--- src/rtl/winchk_pkg.sv ---
// Shared constants and helpers for the multi-channel timing-window checker.
// Optional first-fail capture is enabled by defining WINCHK_FIRST_FAIL_EN.
package winchk_pkg;

  // Default width of the aggregate pass/fail counters.
  localparam int CNT_W_DEF = 16;

  // Width of a channel index; never narrower than one bit.
  function automatic int chan_w(input int n);
    return (n <= 1) ? 1 : $clog2(n);
  endfunction

  // Add inc to cur, clamping at 2^w-1 (w is 1..32).
  function automatic logic [31:0] sat_add(input logic [31:0] cur,
                                          input logic [31:0] inc,
                                          input int w);
    logic [32:0] sum;
    logic [32:0] max;
    sum = {1'b0, cur} + {1'b0, inc};
    max = (w >= 32) ? 33'h0_ffff_ffff : ((33'd1 << w) - 33'd1);
    return (sum > max) ? max[31:0] : sum[31:0];
  endfunction

  // Number of set bits in a channel vector (up to 32 channels).
  function automatic logic [5:0] popcount(input logic [31:0] v);
    logic [5:0] c;
    c = '0;
    for (int i = 0; i < 32; i++) c = c + {5'd0, v[i]};
    return c;
  endfunction

endpackage

--- src/rtl/winchk_chan.sv ---
// One checker channel: pending-attempt shift register indexed by age,
// window satisfaction / expiry decision and registered pass/fail pulses.
// pass_evt/fail_evt are the combinational decisions of the current cycle,
// exported so the top can count and capture them alongside the pulses.
module winchk_chan
  import winchk_pkg::*;
#(
  parameter int MIN_DLY = 1,
  parameter int MAX_DLY = 3
) (
  input  logic clk,
  input  logic rst_n,
  input  logic en,
  input  logic clr,
  input  logic trig,
  input  logic resp,
  output logic pass_evt,
  output logic fail_evt,
  output logic pass,
  output logic fail
);

  // pend[k] = an attempt of age k is outstanding; age 0 is trig&en itself.
  logic [MAX_DLY:1] pend;
  logic [MAX_DLY:1] pend_n;
  logic [MAX_DLY:0] att;
  logic [MAX_DLY:0] win;
  logic [MAX_DLY:0] hit;

  // Ages that a resp is allowed to satisfy.
  always_comb begin
    win = '0;
    for (int k = 0; k <= MAX_DLY; k++) win[k] = (k >= MIN_DLY);
  end

  assign att      = {pend, trig & en};
  // A single resp satisfies every in-window attempt at once.
  assign hit      = att & win & {(MAX_DLY + 1){resp}};
  assign pass_evt = |hit;
  // Oldest attempt expires only without resp; resp at MAX_DLY always hits.
  assign fail_evt = att[MAX_DLY] & ~resp;

  // Survivors age by one; the oldest slot drops off either way.
  always_comb begin
    pend_n = '0;
    for (int k = 1; k <= MAX_DLY; k++) pend_n[k] = att[k-1] & ~hit[k-1];
  end

  // State and pulse registers; clr drops the decisions made this cycle.
  always_ff @(posedge clk) begin
    if (!rst_n) begin
      pend <= '0;
      pass <= 1'b0;
      fail <= 1'b0;
    end else if (clr) begin
      pend <= '0;
      pass <= 1'b0;
      fail <= 1'b0;
    end else begin
      pend <= pend_n;
      pass <= pass_evt;
      fail <= fail_evt;
    end
  end

endmodule

--- src/rtl/winchk_multi.sv ---
// N-channel timing-window checker: trig |-> ##[MIN_DLY:MAX_DLY] resp per
// channel with overlapping attempts, saturating pass/fail counters and a
// sticky error flag. Define WINCHK_FIRST_FAIL_EN to add first-fail capture
// (ff_valid/ff_chan/ff_time) driven by a free-running cycle counter.
module winchk_multi
  import winchk_pkg::*;
#(
  parameter int N_CH    = 4,
  parameter int MIN_DLY = 1,
  parameter int MAX_DLY = 3,
  parameter int CNT_W   = CNT_W_DEF,
  localparam int CH_W   = chan_w(N_CH)
) (
  input  logic             clk,
  input  logic             rst_n,
  input  logic             en,
  input  logic             clr,
  input  logic [N_CH-1:0]  trig,
  input  logic [N_CH-1:0]  resp,
  output logic [N_CH-1:0]  pass,
  output logic [N_CH-1:0]  fail,
  output logic [CNT_W-1:0] pass_cnt,
  output logic [CNT_W-1:0] fail_cnt,
  output logic             err_sticky
`ifdef WINCHK_FIRST_FAIL_EN
  ,
  output logic             ff_valid,
  output logic [CH_W-1:0]  ff_chan,
  output logic [31:0]      ff_time
`endif
);

  if (MAX_DLY < 1 || MIN_DLY < 0 || MIN_DLY > MAX_DLY ||
      N_CH < 1 || N_CH > 32 || CNT_W < 1 || CNT_W > 32) begin : g_bad_cfg
    $error("winchk_multi: illegal parameter combination");
  end

  logic [N_CH-1:0] pass_evt;
  logic [N_CH-1:0] fail_evt;
  logic [31:0]     pass_sum;
  logic [31:0]     fail_sum;

  for (genvar i = 0; i < N_CH; i++) begin : g_ch
    winchk_chan #(
      .MIN_DLY (MIN_DLY),
      .MAX_DLY (MAX_DLY)
    ) u_chan (
      .clk      (clk),
      .rst_n    (rst_n),
      .en       (en),
      .clr      (clr),
      .trig     (trig[i]),
      .resp     (resp[i]),
      .pass_evt (pass_evt[i]),
      .fail_evt (fail_evt[i]),
      .pass     (pass[i]),
      .fail     (fail[i])
    );
  end

  // Counters advance by the number of channels reporting, not attempts.
  assign pass_sum = sat_add(32'(pass_cnt), 32'(popcount(32'(pass_evt))), CNT_W);
  assign fail_sum = sat_add(32'(fail_cnt), 32'(popcount(32'(fail_evt))), CNT_W);

  // Aggregate counters and sticky error flag.
  always_ff @(posedge clk) begin
    if (!rst_n || clr) begin
      pass_cnt   <= '0;
      fail_cnt   <= '0;
      err_sticky <= 1'b0;
    end else begin
      pass_cnt   <= pass_sum[CNT_W-1:0];
      fail_cnt   <= fail_sum[CNT_W-1:0];
      err_sticky <= err_sticky | (|fail_evt);
    end
  end

`ifdef WINCHK_FIRST_FAIL_EN
  logic [31:0]     cyc;
  logic [CH_W-1:0] ff_idx;

  // Lowest-indexed channel failing in the current cycle.
  always_comb begin
    ff_idx = '0;
    for (int i = N_CH - 1; i >= 0; i--) if (fail_evt[i]) ff_idx = CH_W'(i);
  end

  // Free-running cycle counter; only reset restarts it.
  always_ff @(posedge clk) begin
    if (!rst_n) cyc <= '0;
    else        cyc <= cyc + 32'd1;
  end

  // Capture the first fail after reset/clr; later fails never overwrite.
  always_ff @(posedge clk) begin
    if (!rst_n || clr) begin
      ff_valid <= 1'b0;
      ff_chan  <= '0;
      ff_time  <= '0;
    end else if (!ff_valid && (|fail_evt)) begin
      ff_valid <= 1'b1;
      ff_chan  <= ff_idx;
      ff_time  <= cyc;
    end
  end
`endif

endmodule

--- config.mk ---
export PLATFORM = sky130hd
export DESIGN_NAME = winchk_multi
export DESIGN_NICKNAME = d
export VERILOG_FILES = /design/src/rtl/winchk_pkg.sv /design/src/rtl/winchk_chan.sv /design/src/rtl/winchk_multi.sv
export SDC_FILE = /design/constraint.sdc
export NUM_CORES = 1
export LEC_CHECK = 0
export CORE_ASPECT_RATIO = 0.8
export CORE_MARGIN = 2
export CORE_UTILIZATION = 25
export DETAILED_ROUTE_END_ITERATION = 16
export HOLD_SLACK_MARGIN = 0.1
export PLACE_DENSITY = 0.58
export SETUP_SLACK_MARGIN = 0.02
export SYNTH_ARGS = -nofsm -noshare
export SYNTH_HDL_FRONTEND = slang
export SYNTH_SLANG_ARGS = --single-unit
--- constraint.sdc ---
create_clock -name clk -period 2.7 [get_ports clk]
set_clock_uncertainty 0.1 [all_clocks]
set_input_delay 0.54 -clock clk [delete_from_list [all_inputs] [get_ports clk]]
set_output_delay 0.54 -clock clk [all_outputs]
set_load 0.05 [all_outputs]
==> flow_summary.toml, run 1 <==
[final_layout]
drive_above_1_share_pct = 23.1
area_growth_pct = 45.9
n_antenna_cell = 0
layout.nets = 326

[timing]
period_needed_ps = 2740
setup_viol = 13
drv_slew = 0
period_share_pct = 102
rsz0062_at_grt = "yes"
worst_slew_pin_slew_ps = 508
slew_headroom_pct = 66.0
hold_violations = 0
fin_ws_ps = -42.5
clock.fmax_mhz = 365
holdWs_ps = 320

[logic_synthesis]
synth_top_cell_area_share_pct = 46.2
synth_edf_count = 0
syn-cell-area_mm2 = 0.00230
yosysWarnings = 0
synthTopCellsByArea = "dfxtp_1 (46%), a21oi_1 (5.4%), fa_1 (5.2%)"
ys_ff_latch = 53
synth-async-reset-ratio_pct = 0
dominantRegCellSynth = "dfxtp_1"
seq_area_frac_synth_pct = 46.2
synth.avg_cell_area_um2 = 9.78
synth_cell_types = 42
syn-num-nets = 255
yosys.area.top_type = "dfxtp_1"
syn-instance-count = 235

[drt]
final_antenna_net_count = 0
drt_iter0_drc = 85
avgViaCountPerCell = 4.62
route.detailed.drc = 0
firstDrtPassIters = 4
wl_per_cell_um = 13.3
routed_wl_um = 5600
routed-via-count = 1949

[placed_design]
portBuffers = 52
place_congestion = 0.758
detailedPlace.worstSlack_ps = -805
hpwlAfterDp_um = 4020

[clock_network]
root_buffer = "clkbuf_16"
cts_buffer_depth = 2
cts_inserted_buffers = 5
clkSinkCount = 53
htreeDepth = 2
clkLatencyLatePin_ps = 290
cts_tree = "built"
clk_pin_slew_ps = 70
postCtsHoldBufs = 0

[setup_path]
crit_family = "adder cells"
cp_common_cell = "fa_2"
worstPathRequired_ps = 2820
cp-end-kind = "register"
crit_path_top_delay_cell = "fa_1"
crit_path_start_kind = "register"
crit_chain = "o31ai_4 > fa_1 > fa_2 > inv_2 > fa_2 > nand4_1 > nor3_2 > nand2_1 > buf_6 > a21oi_1"
cp_max_fo = 10
rrSetupSlack_ps = -40
cp.arrival_ps = 2860
critPathKind = "reg -> reg"
cpPeakStageDelay_ps = 490
path_buf_inv = 2

[global_routing]
top_usage_layer = "met2"
grt_pass1_wl_um = 9330
met2_usage_pct = 16.4
gr-total-overflow = 0
grtUsageTotal_pct = 11.2
gr-usage-met1_pct = 16.4
grt_max_degree = 39
grt_pass1_vias = 1927
antenna_found_initial = 0
met3_usage_pct = 2.97

[die]
design.portCount = 53
core_area_mm2 = 0.00900
start_util_pct = 25.5
die_area_mm2 = 0.00998
rows = 31
die_y_um = 89.7
die_w_um = 111

[pwr]
power_mw = 1.49
leakage_nw = 1.18
power-per-cell-area_mw_per_mm2 = 443
ir_drop_mv = 0.268

[outcome]
violations = "negative setup slack"
status = "finished with violations"

[run]
maxCapViolations = 0

[min_path]
hp-class = "in -> reg"
-- state kept, by name, summed over array words and instances (netlist names) --
register          count
pass_cnt             16
err_sticky            1
g_ch.u_chan.pass      4
fail_cnt             16
g_ch.u_chan.fail      4
g_ch.u_chan.pend     12
-- report_power, final --
part | switching, mW | internal [mW]
logic | 0.0286 | 0.0282
clock network | 0.294 | 0.349
registers | 0.00190 | 0.784
-- metrics by stage --
stage | instance area, um2 | std cells | TNS (ps) | util [%]
6_report | 3350 | 422 | -339 | 37.2
5_1_grt | 3350 | 422 | -3620 | 37.2
4_1_cts | 3290 | 418 | -894 | 36.6
3_5_place_dp | 3050 | 405 | -23300 | 33.9
3_3_place_gp | 3050 | 405 | -22120 | 33.9
2_1_floorplan | 2350 | 235 | -1520 | -
-- worst reg2reg max path: cells and delay by family, from the launching register on --
kind / cells / cell delay [ps]
and+or+nand+nor: 3 / 510
AOI/OAI and AO/OA: 2 / 410
buffers and inverters: 2 / 240
DFF: 1 / 330
adders and majority gates: 3 / 1080
-- worst paths after layout --
path / from / to / cells past startpoint
worst min register to register: g_ch[3].u_chan.pend[1] / g_ch[3].u_chan.pend[2] / 1
worst min-delay path: resp[0] / g_ch[0].u_chan.pend[3] / 2
worst max-delay path: g_ch[2].u_chan.pend[1] / pass_cnt[0] / 10
worst max register to register: g_ch[2].u_chan.pend[1] / pass_cnt[0] / 10
-- cells in the final DEF (no fill, tap or decap), types with 4 or more instances in the layout --
master,netlist,layout
xor2_1,13,13
nor2_1,15,14
clkbuf_16,0,5
nand4_1,7,7
clkdlybuf4s50_1,0,50
o21ai_0,5,5
a21oi_1,25,22
fa_2,0,4
nand3_1,7,6
buf_6,1,5
nand2_1,9,9
buf_4,8,23
inv_1,8,5
nor2b_1,5,4
nor3b_1,8,8
dfxtp_1,53,50
nand2b_1,5,4
and3_1,9,9
-- cell usage after synthesis (all sizes together) (4+ instances only) --
| cell | number |
|---|---|
| a211oi | 4 |
| xor2 | 13 |
| clkbuf | 6 |
| buf | 10 |
| nor3b | 8 |
| fa | 6 |
| o21ai | 5 |
| o31ai | 5 |
| nor2 | 15 |
| a21oi | 25 |
| dfxtp | 53 |
| and3 | 9 |
| nand4 | 7 |
| nand2b | 5 |
| nand2 | 9 |
| inv | 8 |
| nor2b | 5 |
| nand3 | 7 |
-- final cells by class --
| class | instances | area (um2) |
|---|---|---|
| tap | 115 | 144 |
| inverter | 8 | 30.0 |
| multi-input combinational | 158 | 1210 |
| sequential | 53 | 1060 |
| clock buffer | 5 | 125 |
| timing repair buffer | 80 | 754 |
| fill | 941 | 5650 |
| clock inverter | 3 | 25.0 |
-- cell families after synthesis --
group	synth area share [%]
AO/OA/AOI/OAI	15.4
adder cells (fa/ha/maj)	6.32
XOR/XNOR	6.10
multiplexers	0.436
buffers and inverters	5.61
flip-flops	46.2
AND/OR/NAND/NOR	20.0
-- routing by layer --
layer | routed length [um] | up-vias
met4 | 63 | 0
met5 | 0 | -
li1 | - | 969
met3 | 227 | 6
met2 | 2430 | 39
met1 | 2880 | 935
-- timing repair --
item / 4_1_cts / 5_1_grt
setup buffers: 5 / 4
cloned: 0 / 0
pin swaps: 9 / 3
gates resized for setup: 17 / 13
setup endpoints to repair: 32 / 32
Note: power is estimated with default switching activity, not from simulation.
==> inputs of run 2 (changes only) <==
ABC_CLOCK_PERIOD_IN_PS = 2700   (was not set)
SLEW_MARGIN = 20   (was not set)
==> results of run 2 <==
Same layout as run 1: the final DEF is identical, and so are final timing and power.
==> inputs of run 3 (changes only) <==
CORE_MARGIN = not set   (was 2)
==> flow_summary.toml, run 3 (synthesized netlist as in run 1, its figures left out) <==
[drt]
routed_wl_um = 5200
wl_per_cell_um = 12.4
final_antenna_net_count = 0
firstDrtPassIters = 4
routed-via-count = 1917
avgViaCountPerCell = 4.59
drt_iter0_drc = 57
route.detailed.drc = 0

[timing]
slew_headroom_pct = 64.9
period_share_pct = 102
tns_ps = -274
rsz0062_at_grt = "yes"
period_needed_ps = 2760
holdWs_ps = 330
hold_violations = 0
worst_slew_pin_slew_ps = 525
drv_slew = 0
clock.fmax_mhz = 362
fin_ws_ps = -60.9
setup_viol = 12

[clock_network]
clkSinkCount = 53
cts_inserted_buffers = 5
cts_tree = "built"
cts_buffer_depth = 2
clk_pin_slew_ps = 70
htreeDepth = 2
root_buffer = "clkbuf_16"
clkLatencyLatePin_ps = 280

[setup_path]
cp_max_fo = 3
r2r_end = "pass_cnt[14]"
worstPathRequired_ps = 2800
critPathKind = "reg -> reg"
rrSetupSlack_ps = -60
cp.arrival_ps = 2860
rr_worst_depth = 10
crit_path_start_kind = "register"
cp-end-kind = "register"
rr_startpoint = "g_ch[2].u_chan.pend[1]"

[pwr]
ir_drop_mv = 0.342
internal_power_mw = 1.27
power-per-cell-area_mw_per_mm2 = 473
power_frac_seq_pct = 49.7
p_switching_uw = 307
power_frac_comb_pct = 3.4
swShare_pct = 19.4
clkPwrFrac_pct = 46.9
power_mw = 1.58
leakage_nw = 1.20

[global_routing]
gr-total-overflow = 0
grt_pass1_wl_um = 8250
grt_pass1_vias = 1727
grtUsageTotal_pct = 11.1
grt_max_degree = 49
antenna_found_initial = 0

[final_layout]
layout_common_cells = "dfxtp_1 (51), clkdlybuf4s50_1 (50), buf_4 (24)"
design_area_mm2 = 0.00335
area_growth_pct = 45.6
n_antenna_cell = 0
fin_cells = 418
layout_commonest_cell = "dfxtp_1"
reg_top3 = "fail_cnt (16), pass_cnt (16), g_ch.u_chan.pend (12)"
layout.nets = 325
final_util_pct = 38.4
drive_above_1_share_pct = 21.2
nFillCells = 911

[min_path]
hp-class = "in -> reg"
hold_end = "g_ch[0].u_chan.pend[2]"
min_path_cells = 2
hp-start = "resp[0]"

[die]
die_w_um = 109
die_y_um = 87.7
die_area_mm2 = 0.00958
design.portCount = 53
core_area_mm2 = 0.00871
start_util_pct = 26.4
rows = 30

[placed_design]
detailedPlace.worstSlack_ps = -775
dp_cells = 405
hpwlAfterDp_um = 3780
place_congestion = 0.760
portBuffers = 52
place_area_mm2 = 0.00307

[run]
maxCapViolations = 0

[outcome]
violations = "negative setup slack"
status = "finished with violations"
run 3: layer usage:
layer / global-route usage [%] / up-vias / routed length (um)
li1: - / 975 / -
met1: 15.4 / 895 / 2590
met2: 16.6 / 42 / 2240
met3: 3.94 / 5 / 338
met4: 2.55 / 0 / 31
met5: 0 / - / 0
run 3: final cells by class:
type | instances | area (um2) | share of cell area, %
multi-input cells | 158 | 1200 | 35.8
flip-flops and latches | 53 | 1060 | 31.8
repair buffers | 79 | 739 | 22.1
well taps | 112 | 140 | 4.19
clock buffers | 6 | 139 | 4.15
clock inverters | 2 | 37.5 | 1.12
inverters | 8 | 30.0 | 0.898
run 3: how the worst max path moves through the flow:
| stage | end | cells after the start | start | slack [ps] |
|---|---|---|---|---|
| after floorplan | pass_cnt[0] | 10 | resp[0] | -90 |
| after global placement | pass_cnt[0] | 11 | resp[0] | -740 |
| after detailed placement | fail_cnt[2] | 13 | resp[0] | -780 |
| after CTS | pass_cnt[10] | 10 | g_ch[2].u_chan.pend[1] | -40 |
| after global routing | pass_cnt[14] | 10 | g_ch[2].u_chan.pend[1] | -210 |
| final | pass_cnt[14] | 10 | g_ch[2].u_chan.pend[1] | -60 |
run 3: power by group through the flow:
stage          sequential [mW]  clock [mW]  combinational, mW
2_1_floorplan            0.806           0             0.0210
3_3_place_gp             0.804           0             0.0513
3_5_place_dp             0.804           0             0.0522
4_1_cts                  0.786       0.762             0.0538
5_1_grt                  0.786       0.793             0.0583
6_report                 0.787       0.741             0.0535
run 3: timing repair:
| item | in CTS | in global routing |
|---|---|---|
| resized for setup | 15 | 9 |
| endpoints found under the setup margin | 32 | 32 |
| hold buffers | 0 | 0 |
| pin swaps | 12 | 3 |
| gates cloned | 0 | 0 |
| setup buffers | 4 | 1 |
run 3: critical path, stage by stage (launching register included):
cell,delay [ps]
dfxtp_2,340
o31ai_4,290
fa_1,480
fa_2,390
inv_2,60
fa_2,190
nand4_1,190
buf_4,210
nor4_4,150
nor2_1,60
a211oi_1,190
